==> src/rtl/sin_cos_pkg.sv <==
// Shared constants, state type and float packing helper for the sin_cos CORDIC unit.
// Angles are Q4.28, CORDIC vectors are Q2.30.
package sin_cos_pkg;

    localparam logic [31:0] PI      = 32'h3243_F6A9;
    localparam logic [31:0] HALF_PI = 32'h1921_FB54;
    localparam logic [31:0] TWO_PI  = 32'h6487_ED51;

    localparam logic signed [31:0] CORDIC_K = 32'sh26DD_3B6A;

    // atan(2^-i) in Q4.28
    localparam logic signed [31:0] ATAN_TAB [0:27] = '{
        32'sd210828714, 32'sd124459457, 32'sd65760959, 32'sd33381290,
        32'sd16755422,  32'sd8385879,   32'sd4193963,  32'sd2097109,
        32'sd1048571,   32'sd524287,    32'sd262144,   32'sd131072,
        32'sd65536,     32'sd32768,     32'sd16384,    32'sd8192,
        32'sd4096,      32'sd2048,      32'sd1024,     32'sd512,
        32'sd256,       32'sd128,       32'sd64,       32'sd32,
        32'sd16,        32'sd8,         32'sd4,        32'sd2
    };

    typedef enum logic [1:0] {IDLE, REDUCE, ROTATE, PACK} state_t;

    localparam logic [31:0] FP_NAN  = 32'h7FC0_0000;
    localparam logic [31:0] FP_ONE  = 32'h3F80_0000;
    localparam logic [31:0] FP_ZERO = 32'h0000_0000;

    // Q2.30 -> IEEE single, round-to-nearest-even; neg flips the result sign.
    function automatic logic [31:0] fix_to_float(input logic signed [31:0] v, input logic neg);
        logic [31:0] mag;
        logic [31:0] norm;
        logic        sgn;
        logic        rnd;
        logic        found;
        logic [4:0]  lz;
        logic [7:0]  expo;
        logic [24:0] mant;
        logic [31:0] res;
        mag   = v[31] ? $unsigned(-v) : $unsigned(v);
        sgn   = v[31] ^ neg;
        lz    = 5'd0;
        found = 1'b0;
        for (int b = 31; b >= 0; b--) begin
            if (!found && mag[b]) begin
                lz    = 5'(31 - b);
                found = 1'b1;
            end
        end
        norm = mag << lz;
        rnd  = norm[7] & ((|norm[6:0]) | norm[8]);
        mant = {1'b0, norm[31:8]} + {24'd0, rnd};
        expo = 8'd128 - {3'd0, lz};
        if (mant[24]) begin
            expo = expo + 8'd1;
            mant = mant >> 1;
        end
        if (mag < 32'd64)
            res = FP_ZERO;
        else if (mag >= 32'h3FFF_FFC0)
            res = {sgn, FP_ONE[30:0]};
        else
            res = {sgn, expo, mant[22:0]};
        return res;
    endfunction

endpackage

==> src/rtl/sin_cos_cordic.sv <==
// Iterative rotation-mode CORDIC: one micro-rotation per enabled cycle,
// x starts at the gain constant so no output scaling is needed.
module sin_cos_cordic
    import sin_cos_pkg::*;
#(
    parameter int ITERATIONS = 24
) (
    input  logic               clk,
    input  logic               n_rst,
    input  logic               load_i,
    input  logic               rot_en_i,
    input  logic signed [31:0] z0_i,
    output logic signed [31:0] x_o,
    output logic signed [31:0] y_o,
    output logic               last_o
);

    logic signed [31:0] x_q, y_q, z_q;
    logic signed [31:0] x_d, y_d, z_d;
    logic signed [31:0] x_sh, y_sh, atan_w;
    logic [4:0]         cnt_q, cnt_d;

    always_comb begin
        x_sh   = x_q >>> cnt_q;
        y_sh   = y_q >>> cnt_q;
        atan_w = ATAN_TAB[cnt_q];
        cnt_d  = cnt_q + 5'd1;
        if (z_q[31]) begin
            x_d = x_q + y_sh;
            y_d = y_q - x_sh;
            z_d = z_q + atan_w;
        end else begin
            x_d = x_q - y_sh;
            y_d = y_q + x_sh;
            z_d = z_q - atan_w;
        end
    end

    always_ff @(posedge clk) begin
        if (n_rst) begin
            x_q   <= '0;
            y_q   <= '0;
            z_q   <= '0;
            cnt_q <= '0;
        end else if (load_i) begin
            x_q   <= CORDIC_K;
            y_q   <= '0;
            z_q   <= z0_i;
            cnt_q <= '0;
        end else if (rot_en_i) begin
            x_q   <= x_d;
            y_q   <= y_d;
            z_q   <= z_d;
            cnt_q <= cnt_d;
        end
    end

    assign x_o    = x_q;
    assign y_o    = y_q;
    assign last_o = (cnt_q == 5'(ITERATIONS - 1));

endmodule

==> src/rtl/sin_cos.sv <==
// sin/cos of an IEEE single angle: convert, reduce to a quadrant, CORDIC, pack.
// Define SIN_COS_NEG_INPUT_EN to honour the input sign; otherwise |opx| is used.
module sin_cos
    import sin_cos_pkg::*;
#(
    parameter int ITERATIONS = 24
) (
    input  logic        clk,
    input  logic        n_rst,
    input  logic        sine_start,
    input  logic [31:0] opx,
    output logic        sine_done,
    output logic [31:0] sine_result,
    output logic [31:0] cosine_result
);

    state_t             state_q, state_d;
    logic [31:0]        angle_q;
    logic               zero_q, nan_q, done_q;
    logic [1:0]         quad_q, quad_c;
    logic [31:0]        sin_q, cos_q, sin_d, cos_d;
    logic [7:0]         exp_w;
    logic [31:0]        mant_ext, conv_c, a_c, r_c;
    logic signed [31:0] cx, cy;
    logic               last_c, accept, sin_flip;

    assign accept = (state_q == IDLE) && sine_start;

    // Magnitude to Q4.28; values >= 8 overflow here but are flagged NaN anyway.
    always_comb begin
        exp_w    = opx[30:23];
        mant_ext = {8'h00, 1'b1, opx[22:0]};
        if (exp_w >= 8'd122)
            conv_c = mant_ext << (exp_w - 8'd122);
        else
            conv_c = mant_ext >> (8'd122 - exp_w);
    end

    // Input is below 4*pi, so one 2*pi subtraction fully reduces it.
    always_comb begin
        a_c = (angle_q >= TWO_PI) ? angle_q - TWO_PI : angle_q;
        if (a_c >= PI + HALF_PI) begin
            quad_c = 2'd3;
            r_c    = a_c - (PI + HALF_PI);
        end else if (a_c >= PI) begin
            quad_c = 2'd2;
            r_c    = a_c - PI;
        end else if (a_c >= HALF_PI) begin
            quad_c = 2'd1;
            r_c    = a_c - HALF_PI;
        end else begin
            quad_c = 2'd0;
            r_c    = a_c;
        end
    end

    sin_cos_cordic #(.ITERATIONS(ITERATIONS)) u_cordic (
        .clk     (clk),
        .n_rst   (n_rst),
        .load_i  (state_q == REDUCE),
        .rot_en_i(state_q == ROTATE),
        .z0_i    ($signed(r_c)),
        .x_o     (cx),
        .y_o     (cy),
        .last_o  (last_c)
    );

`ifdef SIN_COS_NEG_INPUT_EN
    logic neg_q;
    always_ff @(posedge clk) begin
        if (n_rst)
            neg_q <= 1'b0;
        else if (accept)
            neg_q <= opx[31];
    end
    assign sin_flip = neg_q;
`else
    logic unused_sign;
    assign unused_sign = opx[31];
    assign sin_flip    = 1'b0;
`endif

    // Quadrant q rotates (cos r, sin r) by q*pi/2.
    always_comb begin
        sin_d = FP_ZERO;
        cos_d = FP_ZERO;
        case (quad_q)
            2'd0: begin sin_d = fix_to_float(cy, sin_flip);  cos_d = fix_to_float(cx, 1'b0); end
            2'd1: begin sin_d = fix_to_float(cx, sin_flip);  cos_d = fix_to_float(cy, 1'b1); end
            2'd2: begin sin_d = fix_to_float(cy, ~sin_flip); cos_d = fix_to_float(cx, 1'b1); end
            default: begin sin_d = fix_to_float(cx, ~sin_flip); cos_d = fix_to_float(cy, 1'b0); end
        endcase
        if (nan_q) begin
            sin_d = FP_NAN;
            cos_d = FP_NAN;
        end else if (zero_q) begin
            sin_d = FP_ZERO;
            cos_d = FP_ONE;
        end
    end

    always_comb begin
        state_d = state_q;
        case (state_q)
            IDLE:    if (sine_start) state_d = REDUCE;
            REDUCE:  state_d = ROTATE;
            ROTATE:  if (last_c) state_d = PACK;
            PACK:    state_d = IDLE;
            default: state_d = IDLE;
        endcase
    end

    always_ff @(posedge clk) begin
        if (n_rst) begin
            state_q <= IDLE;
            angle_q <= '0;
            zero_q  <= 1'b0;
            nan_q   <= 1'b0;
            quad_q  <= '0;
            done_q  <= 1'b0;
            sin_q   <= FP_ZERO;
            cos_q   <= FP_ZERO;
        end else begin
            state_q <= state_d;
            done_q  <= (state_q == PACK);
            if (accept) begin
                angle_q <= conv_c;
                zero_q  <= (exp_w == 8'd0);
                nan_q   <= (exp_w >= 8'd130);
            end
            if (state_q == REDUCE)
                quad_q <= quad_c;
            if (state_q == PACK) begin
                sin_q <= sin_d;
                cos_q <= cos_d;
            end
        end
    end

    assign sine_done     = done_q;
    assign sine_result   = sin_q;
    assign cosine_result = cos_q;

endmodule

==> config.mk <==
export PLATFORM = sky130hd
export DESIGN_NAME = sin_cos
export DESIGN_NICKNAME = d
export VERILOG_FILES = /design/src/rtl/sin_cos_pkg.sv /design/src/rtl/sin_cos_cordic.sv /design/src/rtl/sin_cos.sv
export SDC_FILE = /design/constraint.sdc
export NUM_CORES = 2
export LEC_CHECK = 0
export ABC_CLOCK_PERIOD_IN_PS = 21100
export CAP_MARGIN = 20
export CELL_PAD_IN_SITES_DETAIL_PLACEMENT = 1
export CELL_PAD_IN_SITES_GLOBAL_PLACEMENT = 2
export CORE_ASPECT_RATIO = 1.1
export CORE_MARGIN = 1.5
export CORE_UTILIZATION = 41
export DETAILED_ROUTE_END_ITERATION = 7
export PLACE_DENSITY_LB_ADDON = 0.1
export SYNTH_ARGS = -nofsm -noshare
export SYNTH_HDL_FRONTEND = slang
export SYNTH_SLANG_ARGS = --single-unit
export TNS_END_PERCENT = 50
==> constraint.sdc <==
create_clock -name clk -period 21.1 [get_ports clk]
set_clock_uncertainty 0.15 [all_clocks]
set_input_delay 4.22 -clock clk [delete_from_list [all_inputs] [get_ports clk]]
set_output_delay 4.22 -clock clk [all_outputs]
set_load 0.1 [all_outputs]
# ---- Yosys cells after proc, flatten, opt, wreduce, memory -nomap -nowiden
# Memories as Yosys holds them, arrays and structs flattened.
# Cells that the tools add are included.
dict set report totals {
  regBits 204
  rom_bits 1024
  output_inout_bits 65
  n_memories 1
}
dict set report op_classes {
  n_addsub 39
  magnitude_cmp 11
  eq_ne 8
  shifts 12
  muxes 806
  bitwise 19
  n_reduce_logical 512
}
# name depth width rd rd_clocked_by_memory_dff wr line
set memory_table {}
lappend memory_table {{(no name shown)} 32 32 1 0 0 sin_cos_cordic.sv:26} ;# atan_w = ATAN_TAB[cnt_q];
# operator count
set op_table {}
lappend op_table {{5-bit two-way mux} 248}
lappend op_table {{32-bit two-way mux} 26}
lappend op_table {{1-bit two-way mux} 499}
lappend op_table {{32-bit by 5-bit << shifter with 32-bit output} 8}
lappend op_table {{1-bit logical AND} 249}
lappend op_table {{1-bit logical NOT} 248}
lappend op_table {{31-bit two-way mux} 8}
lappend op_table {{24-bit by 1-bit adder with 25-bit output} 8}
lappend op_table {{32-bit case mux with 3 select lines} 2}
lappend op_table {{23-bit two-way mux} 8}
lappend op_table {{32-bit adder} 3}
lappend op_table {{32-bit by 30-bit greater-or-equal comparator with 1-bit output (second input constant)} 3}
lappend op_table {{32-bit subtractor} 3}
lappend op_table {{8-bit by 1-bit adder with 8-bit output (second input constant)} 8}
lappend op_table {{32-bit by 31-bit greater-or-equal comparator with 1-bit output (second input constant)} 2}
lappend op_table {{32-bit by 7-bit < comparator with 1-bit output (second input constant)} 2}
lappend op_table {{8-bit two-way mux} 8}
lappend op_table {{32-bit negator} 2}
lappend op_table {{32-bit by 5-bit >>> shifter with 32-bit output} 2}
lappend op_table {{32-bit by 31-bit subtractor with 32-bit output (second input constant)} 2}
lappend op_table {{8-bit by 5-bit subtractor with 8-bit output (first input constant)} 8}
lappend op_table {{30-bit two-way mux} 2}
lappend op_table {{7-bit OR reduction} 8}
lappend op_table {{32-bit by 29-bit greater-or-equal comparator with 1-bit output (second input constant)} 1}
lappend op_table {{26 further kinds} 49}

# ---- Logic depth before layout (Yosys ltp)
dict set report logic_depth {
  depth_word 139
  ltp_mapped 33
  ltp_nobuf 30
}

# ---- Hierarchy
# Synthesis repeated with hierarchy kept, for this count alone.
dict set report unflattened {
  cells_unflattened 4971
  hier_area_um2 35153.7
}
# mod instances cells_per_inst area_each_um2 seq_area_each_um2
set modules_own_cells {}
lappend modules_own_cells {sin_cos 1 3063 19989.2 2062.0}
lappend modules_own_cells {sin_cos_cordic 1 1908 15164.5 2021.9}

# ---- Least setup slack after synthesis
# Ideal clock, no wire load.
dict set report synth_timing {
  path_type {input port to flip-flop}
  start {in opx[24]}
  end {reg angle_q[1]}
  setup_time_ns 0.134
  arrival_time_ns 7.708
  slack_ns 13.108
  stages 14
  path_buffers 5
  cell_sequence {clkbuf_1 clkbuf_1 buf_1 inv_1 ha_1 buf_1 clkbuf_1 mux4_2 a21oi_1 nor3_1 a21oi_1 nor2_1 a211oi_1 a211oi_1}
}
dict set report synth_between {
  elab_chain_cells 3
  word_cells_on_any_way 6
  classes_between {add/sub (2); order compare (1); shift (2); mux (1)}
}
# element line
set synth_rtl {}
lappend synth_rtl {{start, declared} sin_cos.sv:11} ;# input logic [31:0] opx,
lappend synth_rtl {{7-bit by 8-bit subtractor with 8-bit output or 8-bit by 7-bit subtractor with 8-bit output (tied branches)} {sin_cos.sv:36, sin_cos.sv:34}}
lappend synth_rtl {{24-bit by 8-bit >> shifter with 32-bit output or 24-bit by 8-bit << shifter with 32-bit output (tied branches)} {sin_cos.sv:36, sin_cos.sv:34}}
lappend synth_rtl {{32-bit two-way mux (*)} sin_cos.sv:33} ;# if (exp_w >= 8'd122)
lappend synth_rtl {{end signal, assigned} sin_cos.sv:127} ;# angle_q <= conv_c;
lappend synth_rtl {{end, declared} sin_cos.sv:18} ;# logic [31:0] angle_q;
# Mark *: on every way between the ends. The rest lies on a longest branch, timed or not.
# A chain may end at the register's enable or synchronous reset.

# ---- Final worst setup path
dict set report layout_timing {
  start {reg u_cordic.y_q[0], in the netlist u_cordic.y_o[0]}
  end {reg sin_q[6], in the netlist sine_result[6]}
}
dict set report layout_between {
  elab_chain_cells 139
  word_cells_on_any_way 334
  classes_between {add/sub (3); order compare (2); shift (2); mux (197); bitwise (4); reduce/logical (126)}
}
# element line
set layout_rtl {}
lappend layout_rtl {{start, declared} sin_cos_cordic.sv:18} ;# logic signed [31:0] x_q, y_q, z_q;
lappend layout_rtl {{start signal, assigned} sin_cos_cordic.sv:52} ;# y_q <= y_d;
lappend layout_rtl {{32-bit negator} sin_cos_pkg.sv:39} ;# mag = v[31] ? $unsigned(-v) : $unsigned(v);
lappend layout_rtl {{32-bit two-way mux (*)} sin_cos_pkg.sv:39}
lappend layout_rtl {{1-bit two-way mux} sin_cos_pkg.sv:44} ;# if (!found && mag[b]) begin
lappend layout_rtl {{1-bit two-way mux} sin_cos.sv:87} ;# case (quad_q)
lappend layout_rtl {{1-bit logical NOT} sin_cos_pkg.sv:44}
lappend layout_rtl {{1-bit logical AND} sin_cos_pkg.sv:44}
lappend layout_rtl {{1-bit two-way mux} sin_cos_pkg.sv:44}
lappend layout_rtl {{1-bit two-way mux} sin_cos.sv:87}
lappend layout_rtl {{(+123 left out)} -}
lappend layout_rtl {{1-bit AND} sin_cos_pkg.sv:50} ;# rnd = norm[7] & ((|norm[6:0]) | norm[8]);
lappend layout_rtl {{24-bit by 1-bit adder with 25-bit output} sin_cos_pkg.sv:51} ;# mant = {1'b0, norm[31:8]} + {24'd0, rnd};
lappend layout_rtl {{23-bit two-way mux} sin_cos_pkg.sv:53} ;# if (mant[24]) begin
lappend layout_rtl {{31-bit two-way mux} sin_cos_pkg.sv:59} ;# else if (mag >= 32'h3FFF_FFC0)
lappend layout_rtl {{32-bit two-way mux} sin_cos_pkg.sv:57} ;# if (mag < 32'd64)
lappend layout_rtl {{32-bit case mux with 3 select lines (*)} sin_cos.sv:87}
lappend layout_rtl {{32-bit two-way mux (*)} sin_cos.sv:96} ;# end else if (zero_q) begin
lappend layout_rtl {{32-bit two-way mux (*)} sin_cos.sv:93} ;# if (nan_q) begin
lappend layout_rtl {{end signal, assigned} sin_cos.sv:134} ;# sin_q <= sin_d;
lappend layout_rtl {{end, declared} sin_cos.sv:21} ;# logic [31:0] sin_q, cos_q, sin_d, cos_d;
# Mark *: on every way between the ends. The rest lies on a longest branch, timed or not. The select of a mux whose other input is x is not followed.

==> impl_metrics.tcl <==
set metrics [dict create \
    result_of_the_run "completed" \
    grt_antenna_before_repair 0 \
    slew_headroom 0.265 \
    type_of_the_worst_setup_path "flop to flop" \
    start_util 0.413 \
    detailroute.via_count 38400 \
    post-route-worst-setup-slack_ps 11710 \
    final_routed_wirelength_across_all_metal_layers_um 145000 \
    drv.max_cap_violation_count 0 \
    finalHoldViolCount 0 \
    cts_tree "done" \
    chipWidth_um 279 \
    clock_buffers_created_by_tritoncts 29 \
    layout.cells.most_common_list "528 x sky130_fd_sc_hd__nor2_1, 430 x sky130_fd_sc_hd__nand2_1, 343 x sky130_fd_sc_hd__a21oi_1, 282 x sky130_fd_sc_hd__o21ai_0, 216 x sky130_fd_sc_hd__xnor2_1" \
    postRouteAntennaNets 0 \
    drive_gt1_frac 0.0915 \
    critPathRequiredTime_ps 21440 \
    setup_violations 0 \
    area_growth_pct 7.25 \
    design.final.nets 4828 \
    synthesis.instances 4828 \
    cp-start-kind "flop" \
    port_buffer_count 98 \
    synth_top_area_frac 0.119 \
    timing_worst_slew_pin_value_ps 1100 \
    first_iter_violations 2991 \
    wl_per_cell_um 25.1 \
    dpl_wire_length_um 111000 \
    synth_area_leaders "sky130_fd_sc_hd__dfxtp_1 12%, sky130_fd_sc_hd__nor2_1 5.8%, sky130_fd_sc_hd__mux4_2 5.8%" \
    post-synth-top-area-cell "sky130_fd_sc_hd__dfxtp_1" \
    synth_fp_nets 5000 \
    die_area_mm2 0.0856 \
    synth.avg_cell_area_um2 7.12 \
    fp.dieH_um 307 \
    mostFrequentLayoutCell "sky130_fd_sc_hd__nor2_1" \
    cp-end-kind "flop" \
    gp_routability_congestion 0.952 \
    crit_start "u_cordic.y_o[0]" \
    worstPathCellList "inv_1, ha_1, nor3b_1, nand4_1, o41ai_1, xnor2_1, nor4_1, nand2_1, o21ai_2, buf_4, inv_2, o22ai_1, a21oi_1, or2_2, a221oi_1, nor2_1, ha_1, nand3_1, nor4_2, nand4b_1, nand2_2, nor4b_1, nor2_1, o221ai_1" \
    finalCritPeriodShare 0.445 \
    rows 111 \
    cts_resized 0 \
    cp_max_fo 33 \
    worstHoldStart "cosine_result[2]" \
    ctsHoldBuffers 0 \
    clock.fmax_mhz 106 \
    yosys_most_used_dff "sky130_fd_sc_hd__dfxtp_1" \
    synth.ff_latch_count 204 \
    timing.hold.worst.class "flop to flop" \
    setup_total_negative_slack_ps 0 \
    number_of_enable_flip_flop_cells_after_synthesis 0 \
    grt_start_max_net_pins 68 \
    yosysSeqAreaShare 0.119 \
    postSynth.asyncResetShare 0 \
    antenna_cells_inserted 0 \
    setup_ws_pre_cts_ps 11730 \
    clkSinkCount 204 \
    rsz0062_at_grt "no" \
    clkTransAtPathRegs_ps 60 \
    post_synth_num_cell_types 117 \
    critical_path.slowest_cell "sky130_fd_sc_hd__a221oi_1" \
    postCtsSetupBuffers 0 \
    grt_usage 0.327 \
    synthesis.area_mm2 0.0344 \
    crit_arrival_ps 9730 \
    route.detailed.drc 0 \
    detailedRoute.firstPassIterationCount 5 \
    clock_insertion_delay_worst_skew_ps 600 \
    boundaryPins 100 \
    vias_per_cell 6.67 \
    floorplan_core_area_mm2 0.0832 \
    ctsRootBufferMaster "sky130_fd_sc_hd__clkbuf_16" \
    timing.final.max_slew_violations 0 \
    cts_buffer_depth 3 \
    cpPeakStageDelay_ps 630 \
    grt_first_pass_wirelength_um 225000 \
    syn_warnings 0 \
    ctsHtreeMaxLevel 1 \
    rr_startpoint "u_cordic.y_o[0]" \
    first_global_vias 37800 \
    period_needed_ps 9390 \
    gr-total-overflow 0 \
]
synth_stat cells (all sizes together) (101+ instances only):
library cell and instances:
nor2 534, nand2 434, a21oi 344, o21ai 307, clkbuf 296, xnor2 217
nor3 216, dfxtp 204, mux2i 178, nand3 156, ha 134, xor2 128
inv 101
metrics by stage:
stage / instance area [um^2] / instances / utilization / hold slack [ps]
3_5_place_dp: 35800 / 5696 / 0.430 / 302
6_report: 36900 / 5752 / 0.443 / 312
4_1_cts: 36900 / 5750 / 0.443 / 316
5_1_grt: 36900 / 5752 / 0.443 / 331
2_1_floorplan: 34400 / 4828 / - / 300
3_3_place_gp: 35800 / 5696 / 0.430 / 295
state kept, by name, summed over array words and instances, names as in the netlist:
| name | cells |
|---|---|
| angle_q | 32 |
| cosine_result | 32 |
| nan_q | 1 |
| quad_q | 2 |
| sine_done | 1 |
| sine_result | 32 |
| state_q | 2 |
| u_cordic.cnt_q | 5 |
| u_cordic.x_o | 32 |
| u_cordic.y_o | 32 |
| u_cordic.z_q | 32 |
| zero_q | 1 |
cell type report:
| type | count | area (um^2) |
|---|---|---|
| well taps | 1073 | 1340 |
| clock buffers | 32 | 757 |
| clock inverters | 22 | 300 |
| flip-flops and latches | 204 | 4100 |
| multi-input cells | 4131 | 28400 |
| fillers | 10500 | 46300 |
| repair buffers | 183 | 1600 |
| inverters | 107 | 404 |
final timing paths:
kind	slack [ps]	to	cells past startpoint
worst max-delay path	11710	sine_result[6]	24
worst max register to register	11710	sine_result[6]	24
worst min-delay path	310	cosine_result[2]	2
worst min register to register	310	cosine_result[2]	2
critical path, delay by kind of cell (launching register included):
family	cells	cell delay (ps)
AOI/OAI and AO/OA	6	2420
xor gates and xnor gates	1	260
and+or+nand+nor	12	4240
buffers and inverters	3	930
adders and majority gates	2	740
DFF	1	540
layer usage:
layer | share of wire | routed length [um] | up-vias | track usage
met1 | 0.43 | 61900 | 19100 | 0.413
met2 | 0.49 | 70600 | 1107 | 0.577
li1 | - | - | 17900 | -
met5 | 0 | 0 | - | 0
met4 | 0.042 | 6090 | 0 | 0.125
met3 | 0.041 | 5990 | 282 | 0.0261
kinds of logic after synthesis:
kind of cell	share of synthesized area
compound gates	0.307
xor+xnor	0.0879
fa+ha+maj	0.0505
buf+inv	0.0579
flops	0.119
mux	0.124
simple gates	0.255
Power is not shown: default switching activity piles up to over one toggle a cycle in this logic, so the estimate is an artifact.
